File: src/rtl/fft_loader.sv
// rtl/fft_loader.sv - sequencer that loads six operand bytes into fft and reads back NRES result bytes
// Optional abort input is enabled by defining FFT_LOADER_ABORT_EN.
module fft_loader #(
  parameter int GAP    = 2,
  parameter int NRES   = 4,
  parameter int RD_LAT = 1
) (
  input  logic              clk,
  input  logic              rst,
  input  logic              start,
  input  logic [7:0]        w1,
  input  logic [7:0]        w2,
  input  logic [7:0]        a1,
  input  logic [7:0]        a2,
  input  logic [7:0]        b1,
  input  logic [7:0]        b2,
  input  logic [7:0]        out,
`ifdef FFT_LOADER_ABORT_EN
  input  logic              abort,
`endif
  output logic [7:0]        inp,
  output logic              readyin,
  output logic [8*NRES-1:0] res,
  output logic              busy,
  output logic              done
);

  localparam int GW = $clog2(GAP + 1);
  localparam logic [GW-1:0] GAP_LAST = GW'(GAP - 1);
  localparam logic [GW-1:0] CAP_AT   = GW'(RD_LAT - 1);
  localparam logic [2:0]    RD_LAST  = 3'(NRES - 1);

  typedef enum logic [2:0] {IDLE, LSTB, LGAP, RSTB, RGAP, DONE} state_t;

  state_t          state;
  logic [GW-1:0]   gcnt;
  logic [2:0]      wcnt;
  logic [2:0]      rcnt;
  logic [5:0][7:0] ops;
  logic            kill;

`ifdef FFT_LOADER_ABORT_EN
  assign kill = abort && (state != IDLE);
`else
  assign kill = 1'b0;
`endif

  always_ff @(posedge clk or posedge rst) begin
    if (rst) begin
      state   <= IDLE;
      gcnt    <= '0;
      wcnt    <= '0;
      rcnt    <= '0;
      ops     <= '0;
      inp     <= '0;
      readyin <= 1'b0;
      res     <= '0;
      busy    <= 1'b0;
      done    <= 1'b0;
    end else if (kill) begin
      state   <= IDLE;
      readyin <= 1'b0;
      busy    <= 1'b0;
      done    <= 1'b0;
    end else begin
      readyin <= 1'b0;
      done    <= 1'b0;
      case (state)
        IDLE: begin
          if (start) begin
            // Word 0 is strobed straight out of IDLE so the first strobe lands on cycle 1.
            ops     <= {b2, b1, a2, a1, w2, w1};
            inp     <= w1;
            readyin <= 1'b1;
            busy    <= 1'b1;
            wcnt    <= '0;
            rcnt    <= '0;
            gcnt    <= '0;
            state   <= LSTB;
          end
        end
        LSTB: begin
          state <= LGAP;
          gcnt  <= '0;
          wcnt  <= wcnt + 3'd1;
        end
        LGAP: begin
          if (gcnt == GAP_LAST) begin
            readyin <= 1'b1;
            if (wcnt == 3'd6) begin
              state <= RSTB;
            end else begin
              state <= LSTB;
              inp   <= ops[wcnt];
            end
          end else begin
            gcnt <= gcnt + GW'(1);
          end
        end
        RSTB: begin
          state <= RGAP;
          gcnt  <= '0;
        end
        RGAP: begin
          if (gcnt == CAP_AT) begin
            for (int k = 0; k < NRES; k++) begin
              if (rcnt == 3'(k)) res[8*k +: 8] <= out;
            end
          end
          if (gcnt == GAP_LAST) begin
            rcnt <= rcnt + 3'd1;
            if (rcnt == RD_LAST) begin
              state <= DONE;
              done  <= 1'b1;
            end else begin
              state   <= RSTB;
              readyin <= 1'b1;
            end
          end else begin
            gcnt <= gcnt + GW'(1);
          end
        end
        DONE: begin
          state <= IDLE;
          busy  <= 1'b0;
        end
        default: begin
          state <= IDLE;
          busy  <= 1'b0;
        end
      endcase
    end
  end

endmodule

File: config.mk
export PLATFORM = sky130hd
export DESIGN_NAME = fft_loader
export DESIGN_NICKNAME = d
export VERILOG_FILES = /design/src/rtl/fft_loader.sv
export SDC_FILE = /design/constraint.sdc
export NUM_CORES = 1
export LEC_CHECK = 0
export CAP_MARGIN = 10
export CORE_MARGIN = 2
export CORE_UTILIZATION = 54
export CTS_CLUSTER_DIAMETER = 100
export DETAILED_ROUTE_END_ITERATION = 10
export GPL_TIMING_DRIVEN = 0
export PLACE_DENSITY = 0.84
export SLEW_MARGIN = 20
export SYNTH_ARGS = -nofsm -noshare
export SYNTH_HDL_FRONTEND = slang
export SYNTH_SLANG_ARGS = --single-unit
File: constraint.sdc
create_clock -name clk -period 9.45 [get_ports clk]
set_clock_uncertainty 0.1 [all_clocks]
set_input_delay 0.945 -clock clk [delete_from_list [all_inputs] [get_ports clk]]
set_output_delay 0.945 -clock clk [all_outputs]
set_load 0.01 [all_outputs]
Word-level counts from Yosys, hierarchy flattened
Cells that the tools add are included.
{"block": "word_totals", "wordCells": 87, "output_inout_bits": 43, "in_bits": 59, "reg_bits": 102}
{"block": "classes", "reduce_logical": 21, "order_cmp": 1, "add_sub_neg": 3, "n_eq_ne": 14, "bitwise_logic": 1, "muxes": 29}
{"op": "two-way mux 8 bit", "count": 4}
{"op": "binary-select mux 8 bit (select 3 bit)", "count": 1}
{"op": "AND reduction 3 bit", "count": 7}
{"op": "two-way mux 3 bit", "count": 6}
{"op": "case mux 8 bit (2 select lines)", "count": 1}
{"op": "case mux 3 bit (5 select lines)", "count": 1}
{"op": "equality test 3 x 2 -> 1 bit (second input constant)", "count": 4}
{"op": "case mux 3 bit (2 select lines)", "count": 2}
{"op": "inequality test 2 bit (second input constant)", "count": 5}
{"op": "two-way mux 1 bit", "count": 8}
{"op": "adder 3 x 1 -> 3 bit (second input constant)", "count": 2}
{"op": "equality test 3 x 1 -> 1 bit (second input constant)", "count": 2}
{"op": "equality test 3 bit (second input constant)", "count": 2}
{"op": "logical NOT 3 bit", "count": 2}
{"op": "two-way mux 2 bit", "count": 3}
{"op": "case mux 2 bit (3 select lines)", "count": 1}
{"op": "AND reduction 2 bit", "count": 3}
{"op": "nonzero test 2 bit", "count": 3}
{"op": "less-than comparator 3 x 4 -> 1 bit (second input constant)", "count": 1}
{"op": "AND reduction 4 bit", "count": 1}
{"op": "OR reduction 2 bit", "count": 2}
{"op": "OR reduction 4 bit", "count": 1}
{"op": "case mux 1 bit (3 select lines)", "count": 1}
{"op": "nonzero test 3 bit", "count": 1}
{"op": "5 further kinds", "count": 5}

Depth between registers and ports, before layout
{"block": "depth", "depth_word": 5, "depth_mapped": 8, "depth_no_buf": 6}

Worst setup path before layout
Ideal clock, no wire load.
{"block": "synth_path", "path_type": "input to register", "from": "input start", "to": "register inp[0]", "setup_time_ns": 0.124, "t_arrival_ns": 1.706, "required_ns": 9.226, "slack_ns": 7.521, "n_path_buf": 1, "cell_stages": 4, "path_cell_list": "nor4b_2 a31oi_1 buf_2 o21ai_1"}
{"block": "synth_between", "elab_chain_len": 2}
{"element": "start, declared", "line_no": "10", "text": "input logic start,"}
{"element": "inequality test 2 bit (no line)"}
{"element": "AND reduction 4 bit (no line)"}
{"element": "end signal, assigned", "line_no": "73", "text": "inp <= w1;"}
{"element": "end signal, assigned", "line_no": "94", "text": "inp <= ops[wcnt];"}
{"element": "end, declared", "line_no": "21", "text": "output logic [7:0] inp,"}
No other way between the ends.
A chain may end at the register's enable or synchronous reset.

Worst setup path in the final report
{"block": "layout_path", "from": "input start", "to": "register inp[5]"}
The elaborated chain is that of the path after synthesis.

==> out/qor.csv <==
stage;metric;value;unit
run_status;outcome;completed;
global_routing;Tot GR Track Use;24.0;%
timing;final slew viol count;0;
die;Die Width;95.8;µm
worst_hold_path;hold-critical path depth;2;
power;PwrDens;296;nW/µm²
route;Detail Route Antenna Nets;0;
route;Remaining DRCs;0;
logic_synthesis;#FFs+latches synth;102;
global_routing;first-pass GRT wire length;16.7;mm
placement;GP Congestion;0.792;
timing;fmax;399;MHz
die;Core Area;8180;µm²
setup_path;R2R depth;8;
setup_path;Bufs and invs on worst path;2;
timing;RSZ-0062 raised after global routing;no;
clock_tree;clk sinks;102;
logic_synthesis;post-synthesis cell count;449;
cells_and_area;commonest non-fill, non-tap cell in the layout;nand2_1;
clock_tree;H-tree depth;3;
setup_path;nature of the critical path endpoint;register;
setup_path;Reg2Reg Capture Point;inp[5];
setup_path;worst path cell trace;clkdlybuf4s50_1 -> nor4b_2 -> a31oi_1 -> buf_2 -> nand2_1 -> o21ai_0;
placement;Buffers on Ports;101;
placement;HPWL after detailed placement;7.71;mm
worst_hold_path;path type of the worst min-delay path;register to register;
logic_synthesis;synthesized cell area;4550;µm²
clock_tree;clock-pin slew on the worst setup and hold paths;0.10;ns
die;die footprint;9170;µm²
setup_path;crit path max-delay cell type;a31oi_1;
power;Pleak;2.73;nW
route;Routed WL per cell;15.7;µm
cells_and_area;share of layout cells above drive strength 1;7.58;%
setup_path;worst endpoint required time;9.63;ns
setup_path;CP Launch Point;start;
timing;post-layout minimum cycle time;2.51;ns
setup_path;crit path DAT;2.69;ns
setup_path;largest delay contributor family on the critical path;buffers and inverters;
setup_path;Reg-to-Reg Start;wcnt[0];
clock_tree;total CTS buffers;9;
logic_synthesis;syn nets;517;
route;drt first-iter violations;259;
timing;Slew HR;57.4;%
cells_and_area;Post-Route Utilization;72.3;%
setup_path;CP max FO;10;
timing;final period utilization;26.5;%
timing;WHS;0.384;ns
logic_synthesis;Netlist cell types;38;
global_routing;vias in the first global route;3592;
setup_path;R2R Setup Slk;7.20;ns
timing;Hold Vio Cnt, Final;0;
global_routing;largest net degree at the start of global routing;61;
clock_tree;hold-fix buffers at CTS;0;
clock_tree;clock latency on the worst-skew pair;0.37;ns
route;Pre-Repair DR Iteration Count;5;
worst_hold_path;Worst Hold Endpoint;ops[45];
cells_and_area;Final nets;630;
clock_tree;post-CTS setup buffers;0;
logic_synthesis;Seq/Total Area, Yosys;56.1;%
clock_tree;post-CTS sizing;0;
die;number of placed I/O pins;102;
logic_synthesis;Ys Warns;0;
global_routing;GR Overflow Total;0;
logic_synthesis;Mean Syn Cell Area;10.1;µm²
global_routing;initial antenna violation count;0;
route;Via Count;3694;
route;vias per cell;5.50;
setup_path;max incr delay on CP;0.50;ns
power;Peak VDD IR;0.149;mV
route;Total Routed Length;10.5;mm
flow_run;Max-cap violations;0;
setup_path;startpoint types;primary input;
setup_path;CP Depth;6;
clock_tree;CTS tree;yes;
cells_and_area;Antenna diodes;0;
cells_and_area;commonest cells after routing, fill and taps aside;nand2_1 (161), dfrtp_1 (102), clkdlybuf4s50_1 (101);
clock_tree;CTS root buffer;clkbuf_8;
die;Die Y;95.8;µm
timing;endpoints failing setup;0;
worst_hold_path;Min-Delay Startpoint;ops[45];
timing;setup_tns;0;ns
clock_tree;maximum clock path buffer count;2;
die;row cnt;33;
setup_path;WS Path Type;primary input to register;
die;starting density of the core;55.6;%
timing;Slew @ Worst Pin;0.636;ns
cells_and_area;area grow syn2layout;29.9;%
==> state kept, by name, indices dropped and copies added (netlist names) <==
| signal | count |
|---|---|
| busy | 1 |
| gcnt | 2 |
| inp | 8 |
| done | 1 |
| readyin | 1 |
| ops | 48 |
| res | 32 |
| wcnt | 3 |
| rcnt | 3 |
| state | 3 |
==> kinds of logic after synthesis <==
family	count (synthesis)	share of synthesized area (%)
and+or+nand+nor	191	17.7
buffers and inverters	35	3.22
DFF	102	56.1
adders and majority gates	9	2.48
muxes	56	13.2
xor gates and xnor gates	1	0.193
AOI/OAI and AO/OA	55	7.10
==> power breakdown <==
group,leakage (nW),internal (mW),total [mW],switching (mW)
clock network,0.0927,0.101,0.260,0.159
logic,1.39,0.348,0.760,0.411
registers,1.25,0.619,0.732,0.113
==> routing by layer <==
metal / global-route usage (%) / wire length (µm)
met1: 31.3 / 4390
met2: 40.8 / 5380
met3: 4.07 / 621
met4: 8.10 / 153
met5: 0 / 0
==> Yosys cell counts <==
library cell / count / area (µm²)
dfrtp_1: 102 / 2550
mux2_1: 24 / 270
nor4b_1: 1 / 8.76
buf_4: 1 / 7.51
a22o_1: 1 / 8.76
inv_1: 12 / 45.0
mux2i_1: 24 / 240
nand2b_1: 2 / 12.5
nor3_1: 1 / 5.00
nor2b_1: 3 / 18.8
o311ai_0: 1 / 8.76
xor2_1: 1 / 8.76
nand3_1: 6 / 30.0
nor2_1: 6 / 22.5
nand2_4: 3 / 33.8
o21ai_0: 24 / 120
a211o_1: 1 / 8.76
nand4_1: 1 / 6.26
nand2_1: 161 / 604
clkbuf_1: 11 / 41.3
nor2_2: 1 / 6.26
o221ai_1: 1 / 8.76
a32o_1: 1 / 10.0
and4_1: 1 / 8.76
nor4b_2: 1 / 15.0
nor3b_1: 2 / 15.0
ha_1: 9 / 113
buf_1: 2 / 7.51
o21a_1: 1 / 7.51
o22ai_1: 16 / 100
o21ai_1: 2 / 10.0
a21oi_1: 5 / 25.0
nor3b_2: 1 / 12.5
a31oi_1: 1 / 6.26
buf_2: 9 / 45.0
mux2_2: 8 / 90.1
or2_2: 1 / 6.26
a311oi_1: 1 / 8.76
==> area by class of cell <==
cell class	instances	area [µm²]
Sequential cell	102	2550
Fill cell	636	2260
Multi-Input combinational cell	312	1850
Timing Repair Buffer	102	1040
Tap cell	105	131
Clock buffer	9	124
Buffer	23	101
Clock inverter	7	62.6
Inverter	12	50.0
==> through the flow <==
step           setup slack, ns  power (mW)  instance area (µm²)  instances
4_1_cts                   6.99        1.76                 5910        672
3_5_place_dp              6.62        1.49                 5720        656
6_report                  6.94        1.75                 5910        672
2_1_floorplan             5.73        1.18                 4550        449
3_3_place_gp              4.36        1.45                 5690        655
5_1_grt                   6.87        1.88                 5910        672
==> worst register-to-register path: stages, from the launching register on <==
cell and delay [ns]:
dfrtp_1 0.45, buf_2 0.23, inv_1 0.08, ha_1 0.15, nand2_1 0.08, a31oi_1 0.55
buf_2 0.35, nand2_1 0.08, o21ai_0 0.09
==> worst max path at each step <==
stage,end,slack (ns)
floorplan,busy,5.73
detailed placement,inp[3],6.62
global placement,ops[36],4.36
global route,inp[7],6.87
finish,inp[5],6.94
CTS,inp[5],6.99
Power figures use the tool's default switching activity.
